===== src/rtl/gray_switch_decoder.sv =====
// Debounced Gray-code switch decoder.
// Raw switch code is synchronized, held for DEBOUNCE_CYCLES identical
// samples, then converted to binary and presented with a one-cycle strobe.
//
// state    | meaning
// ---------+------------------------------------------------------------
// STABLE   | sync2 matches the last accepted code; counter idle at 0
// COUNTING | a different candidate code is being qualified
module gray_switch_decoder #(
    parameter int DEBOUNCE_CYCLES = 500000
) (
    input  logic       clock,
    input  logic       reset,
    input  logic [3:0] grayIn,
    output logic [3:0] binNumber,
    output logic       binValid,
    output logic       busy,
    output logic [7:0] bounceCount
);

    localparam int CNT_W = $clog2(DEBOUNCE_CYCLES);
    localparam logic [CNT_W-1:0] CNT_ONE  = CNT_W'(1);
    localparam logic [CNT_W-1:0] CNT_LAST = CNT_W'(DEBOUNCE_CYCLES - 1);
    localparam logic [7:0]       BOUNCE_MAX = 8'd255;

    typedef enum logic {
        STABLE   = 1'b0,
        COUNTING = 1'b1
    } state_t;

    state_t           state_q, state_d;
    logic [3:0]       sync1_q, sync2_q;
    logic [3:0]       stable_gray_q, stable_gray_d;
    logic [3:0]       candidate_q, candidate_d;
    logic [CNT_W-1:0] counter_q, counter_d;
    logic [3:0]       bin_number_q, bin_number_d;
    logic             bin_valid_q, bin_valid_d;
    logic             busy_q, busy_d;
    logic [7:0]       bounce_count_q, bounce_count_d;

    function automatic logic [3:0] gray2bin(input logic [3:0] g);
        logic [3:0] b;
        b[3] = g[3];
        b[2] = b[3] ^ g[2];
        b[1] = b[2] ^ g[1];
        b[0] = b[1] ^ g[0];
        return b;
    endfunction

    // Two-flop synchronizer for the asynchronous switch inputs.
    always_ff @(posedge clock or posedge reset) begin
        if (reset) begin
            sync1_q <= 4'b0000;
            sync2_q <= 4'b0000;
        end else begin
            sync1_q <= grayIn;
            sync2_q <= sync1_q;
        end
    end

    // Debounce FSM and output registers.
    always_ff @(posedge clock or posedge reset) begin
        if (reset) begin
            state_q        <= STABLE;
            stable_gray_q  <= 4'b0000;
            candidate_q    <= 4'b0000;
            counter_q      <= '0;
            bin_number_q   <= 4'b0000;
            bin_valid_q    <= 1'b0;
            busy_q         <= 1'b0;
            bounce_count_q <= 8'd0;
        end else begin
            state_q        <= state_d;
            stable_gray_q  <= stable_gray_d;
            candidate_q    <= candidate_d;
            counter_q      <= counter_d;
            bin_number_q   <= bin_number_d;
            bin_valid_q    <= bin_valid_d;
            busy_q         <= busy_d;
            bounce_count_q <= bounce_count_d;
        end
    end

    // Next-state decode: qualify, restart, abort or accept the candidate.
    always_comb begin
        state_d        = state_q;
        stable_gray_d  = stable_gray_q;
        candidate_d    = candidate_q;
        counter_d      = counter_q;
        bin_number_d   = bin_number_q;
        bin_valid_d    = 1'b0;
        bounce_count_d = bounce_count_q;

        case (state_q)
            STABLE: begin
                if (sync2_q != stable_gray_q) begin
                    state_d     = COUNTING;
                    candidate_d = sync2_q;
                    counter_d   = CNT_ONE;
                end else begin
                    counter_d = '0;
                end
            end
            COUNTING: begin
                if (sync2_q == stable_gray_q) begin
                    // Input fell back to the accepted code: abandon candidate.
                    state_d   = STABLE;
                    counter_d = '0;
                    if (bounce_count_q != BOUNCE_MAX)
                        bounce_count_d = bounce_count_q + 8'd1;
                end else if (sync2_q != candidate_q) begin
                    // A third code appeared: restart qualification on it.
                    candidate_d = sync2_q;
                    counter_d   = CNT_ONE;
                    if (bounce_count_q != BOUNCE_MAX)
                        bounce_count_d = bounce_count_q + 8'd1;
                end else if (counter_q == CNT_LAST) begin
                    state_d       = STABLE;
                    stable_gray_d = candidate_q;
                    bin_number_d  = gray2bin(candidate_q);
                    bin_valid_d   = 1'b1;
                    counter_d     = '0;
                end else begin
                    counter_d = counter_q + CNT_ONE;
                end
            end
            default: begin
                state_d   = STABLE;
                counter_d = '0;
            end
        endcase

        busy_d = (state_d == COUNTING);
    end

    assign binNumber   = bin_number_q;
    assign binValid    = bin_valid_q;
    assign busy        = busy_q;
    assign bounceCount = bounce_count_q;

endmodule


===== config.mk =====
export PLATFORM = sky130hd
export DESIGN_NAME = gray_switch_decoder
export DESIGN_NICKNAME = d
export VERILOG_FILES = /design/src/rtl/gray_switch_decoder.sv
export SDC_FILE = /design/constraint.sdc
export NUM_CORES = 1
export LEC_CHECK = 0
export CORE_AREA = 2 2 66 68
export CTS_CLUSTER_DIAMETER = 40
export DETAILED_ROUTE_END_ITERATION = 8
export DIE_AREA = 0 0 68 70
export PLACE_DENSITY_LB_ADDON = 0.3
export SETUP_SLACK_MARGIN = 0.1
export SYNTH_ARGS = -nofsm -noshare
export SYNTH_HDL_FRONTEND = slang
export SYNTH_SLANG_ARGS = --single-unit

===== constraint.sdc =====
create_clock -name clock -period 3.4 [get_ports clock]
set_clock_uncertainty 0.15 [all_clocks]
set_input_delay 0.34 -clock clock [delete_from_list [all_inputs] [get_ports clock]]
set_output_delay 0.34 -clock clock [all_outputs]
set_load 0.1 [all_outputs]

## After elaboration in Yosys (flattened, before gate mapping)

Index checks and enable logic that the tools add are counted.

- Register bits: 49
- Input bits: 6
- Output and inout bits: 14
- Logic and storage cells: 50

- Add/sub/neg operators: 2
- Equality and inequality tests: 8
- Multiplexer cells: 21
- Bitwise operators: 6
- Reductions and logical operators: 4

Operators by type and width:

| kind | number |
|---|---|
| 19-bit 2-to-1 mux | 3 |
| 19-bit one-hot mux with 2 select lines | 1 |
| 8-bit 2-to-1 mux | 3 |
| 19-bit by 1-bit adder with 19-bit output (second input constant) | 1 |
| 19-bit equality test (second input constant) | 1 |
| 4-bit 2-to-1 mux | 3 |
| 1-bit 2-to-1 mux | 9 |
| 8-bit by 1-bit adder with 8-bit output (second input constant) | 1 |
| 4-bit inequality test | 2 |
| 8-bit inequality test (second input constant) | 1 |
| 4-bit one-hot mux with 2 select lines | 1 |
| 4-bit equality test | 1 |
| 2-bit inequality test (second input constant) | 2 |
| 4-bit AND reduction | 1 |
| 1-bit NOT | 3 |
| 3-bit AND reduction | 1 |
| 1-bit XOR | 3 |
| 2-bit by 1-bit inequality test with 1-bit output (second input constant) | 1 |
| 1-bit one-hot mux with 2 select lines | 1 |
| 2-bit AND reduction | 1 |
| 2-bit nonzero test | 1 |

## Longest topological paths before layout

- Depth after elaboration: 5
- Depth in mapped cells: 7
- Depth with buffers taken out: 6

## Worst setup path before layout

No wires, ideal clock.

- Path type: register -> register
- Start point: register bounce_count_q[2], in the netlist bounceCount[2]
- End point: register bounce_count_q[1], in the netlist bounceCount[1]
- Library setup time: 0.126 ns
- Arrival: 2.144 ns
- Required time: 3.124 ns
- Setup slack: 0.980 ns
- Cell stages (with the launch flop): 6
- Clock period less this slack: 2.420 ns
- Cell sequence: dfrtp_1 and3_1 and3_1 nand3_1 and3_1 mux2_2

- Longest elaborated chain between the ends: 4

RTL lines:

| element | line | source |
|---|---|---|
| from (decl) | 39 | `logic [7:0] bounce_count_q, bounce_count_d;` |
| from (signal assigned) | 80 | `bounce_count_q <= bounce_count_d;` |
| 8-bit inequality test * | 109, 115 |  |
| 8-bit 2-to-1 mux * | - |  |
| 8-bit 2-to-1 mux | - |  |
| 8-bit 2-to-1 mux * | - |  |

Mark *: on every way between the ends. The rest lies on a longest branch, timed or not. The select of a mux whose other input is x is not followed.
A chain may end at the register's enable or synchronous reset.

## Final worst setup path

- Start point: register busy_q, in the netlist busy
- End point: output port busy

RTL lines:

| element | line | source |
|---|---|---|
| from (decl) | 38 | `logic busy_q, busy_d;` |
| from (signal assigned) | 79 | `busy_q <= busy_d;` |
| to (decl) | 17 | `output logic busy,` |

No word-level cell between the ends.

==> flow_metrics.py <==
metrics = {
    "global_route": {
        "grt_pass1_vias": 1388,
        "antenna_found_initial": 0,
        "grt_usage_pct": 17.8,
        "grt_pass1_wl_um": 6350,
        "grt_overflow_total": 0,
        "grt_max_degree": 49,
    },
    "run": {
        "drv_cap": 0,
    },
    "placement": {
        "portBuffers": 19,
        "place.gp.congestion": 0.861,
        "dp_hpwl_um": 2650,
    },
    "cells_and_area": {
        "final_nets": 218,
        "final_cell_mix": "dfrtp_1 (48), nor2_1 (27), xnor2_1 (25), clkdlybuf4s50_1 (19), mux2_2 (11)",
        "area_growth_syn_to_layout_pct": 16.3,
        "final_core_util_pct": 60.2,
        "drive_gt1_share_pct": 11.8,
        "final_common_cell": "dfrtp_1",
        "antenna_cells": 0,
    },
    "critical_path": {
        "cp.arrival_ns": 1.94,
        "path_cells": "clkdlybuf4s50_1",
        "worstSetupPathType": "reg2out",
        "crit_fanout": 7,
        "cp_top_family": "buffers and inverters",
        "cpMaxStageDelayCell": "clkdlybuf4s50_1",
        "cp.required_ns": 2.91,
        "slowest_delay_ns": 1.17,
        "critical_path_buf_inv_count": 1,
        "crit_path_end_kind": "output port",
        "start_kind": "flop",
    },
    "clocking": {
        "post_cts_resized": 0,
        "cts.path.max_buffers": 2,
        "path_clk_slew_ns": 0.09,
        "cts_sinks": 48,
        "insertion_delay_ns": 0.30,
        "clk_root_buffer_cell": "clkbuf_8",
        "numCtsBuffers": 5,
        "tritoncts": "yes",
        "holdBufCountCts": 0,
        "cts_setup_buffers": 0,
        "htree_levels": 2,
    },
    "logic_synthesis": {
        "synthCells": 188,
        "synth_area_mm2": 0.00215,
        "synth_nets": 196,
        "yosys_warnings": 0,
        "post_synth.cell_area_avg_um2": 11.4,
        "ys_ff_latch": 48,
        "yosysUniqueCellTypes": 32,
        "seq_area_frac_synth_pct": 56.0,
    },
    "pwr": {
        "switching_power_mw": 0.652,
        "combPwrFrac_pct": 33.2,
        "vdd_ir_drop_max_mv": 0.334,
        "swShare_pct": 39.7,
        "total_leakage_power_nw": 0.994,
        "powerDensity_mw_per_mm2": 658,
        "power_mw": 1.64,
        "seq_power_share_pct": 41.4,
        "p_int_mw": 0.990,
        "clockPowerShare_pct": 25.4,
    },
    "route": {
        "vias": 1406,
        "drt_wl_total_um": 3730,
        "drt_iter0_drc": 72,
        "antenna_left": 0,
        "dr.pass1.iters": 4,
        "routedWlPerCell_um": 14.2,
        "drc": 0,
        "vias_per_cell": 5.35,
    },
    "die": {
        "die_x_um": 68,
        "initial_core_util_pct": 51.8,
        "io_pins": 20,
        "dieArea_mm2": 0.00476,
        "die_y_um": 70,
        "num_rows": 24,
        "core_mm2": 0.00414,
    },
    "timing": {
        "tns_ns": 0,
        "finalMaxSlewViolations": 0,
        "period_share_pct": 71.4,
        "fmax_ghz": 0.412,
        "rsz0062_at_grt": "no",
        "final_hold_viol_count": 0,
        "tightest_slew_ns": 0.973,
        "setup_viol": 0,
        "period_needed_ns": 2.43,
        "slew_headroom_pct": 34.9,
    },
    "hold_path": {
        "hold_path_class": "reg2reg",
    },
    "outcome": {
        "status": "finished clean",
    },
}
worst register-to-register path, delay by kind of cell (launching register included):
kind,cells,cell delay (ns)
flops,1,0.43
simple gates,3,1.05
mux,1,0.40
xor+xnor,1,0.19
state kept, by name, summed over array words and instances (netlist names):
name	count
counter_q	19
bounceCount	8
candidate_q	4
stable_gray_q	4
sync1_q	4
sync2_q	4
binNumber	3
binValid	1
busy	1
power by group through the flow:
stage / logic (mW) / clock network, mW / registers, mW
floorplan: 0.123 / 0 / 0.985
global placement: 0.540 / 0 / 0.685
detailed placement: 0.547 / 0 / 0.691
CTS: 0.550 / 0.423 / 0.680
global route: 0.575 / 0.455 / 0.688
finish: 0.545 / 0.417 / 0.680
layout make-up:
cell class                      instances  area (um2)
Clock buffer                            5        68.8
Tap cell                               52        65.1
Timing Repair Buffer                   19         190
Fill cell                             339        1650
Clock inverter                          3        46.3
Multi-Input combinational cell        129         897
Sequential cell                        48        1200
Inverter                                7        26.3
through the flow:
step	hold slack, ns	setup slack (ns)	instance area, um2	instances
final	0.204	0.972	2490	263
after global routing	0.209	0.898	2490	263
after CTS	0.205	0.956	2490	263
after detailed placement	0.185	1.08	2380	255
after global placement	0.183	1.16	2380	255
after floorplan	0.181	0.980	2150	188
cells in the mapped netlist, drive strengths merged:
cell    instances  share of area (%)
or3             2               0.58
a41oi           1               0.41
a31oi           1               0.29
dfrtp          48                 56
mux2           11                5.8
nor4            2               0.87
o21ai           2               0.47
and3b           1               0.41
xnor2          25                 10
ha              2                1.2
nor3            4               0.93
inv             7                1.2
nor2           27                4.7
nand4           8                2.3
clkbuf          1               0.17
xor2            9                3.7
nor2b           1               0.29
nor4b           2                1.5
nor3b           1               0.35
or2             2               0.58
o21a            1               0.35
nand3           9                2.1
or4             1               0.35
nand2           9                1.7
buf             3               0.82
and3            5                1.5
and4            2               0.82
mux2i           1               0.47
layer usage:
layer | vias up | track usage [%] | share of wire [%]
li1 | 686 | - | -
met1 | 680 | 22.6 | 45
met2 | 36 | 28.8 | 50
met3 | 4 | 5.31 | 3.8
met4 | 0 | 5.33 | 0.72
met5 | - | 0 | 0
final timing paths:
| check | slack [ns] | to | cells after the start | start |
|---|---|---|---|---|
| max | 0.97 | busy | 1 | busy$_DFF_PP0_ |
| min | 0.20 | sync2_q[0]$_DFF_PP0_ | 0 | sync1_q[0]$_DFF_PP0_ |
| max reg2reg | 1.07 | binNumber[2]$_DFFE_PP0P_ | 5 | candidate_q[1]$_DFFE_PP0P_ |
| min reg2reg | 0.20 | sync2_q[0]$_DFF_PP0_ | 0 | sync1_q[0]$_DFF_PP0_ |
| max in group asynchronous | 2.11 | counter_q[12]$_DFF_PP0_ | 2 | reset |
| min in group asynchronous | 0.41 | bounceCount[4]$_DFFE_PP0P_ | 2 | reset |
logic make-up after synthesis:
| family | after synthesis | share of synthesized area [%] |
|---|---|---|
| adder cells (fa/ha/maj) | 2 | 1.17 |
| AND/OR/NAND/NOR | 76 | 19.0 |
| flip-flops | 48 | 56.0 |
| XOR/XNOR | 34 | 13.9 |
| multiplexers | 12 | 6.24 |
| AO/OA/AOI/OAI | 5 | 1.52 |
| buffers and inverters | 11 | 2.22 |
No activity file was read; power rests on OpenSTA's default activity.
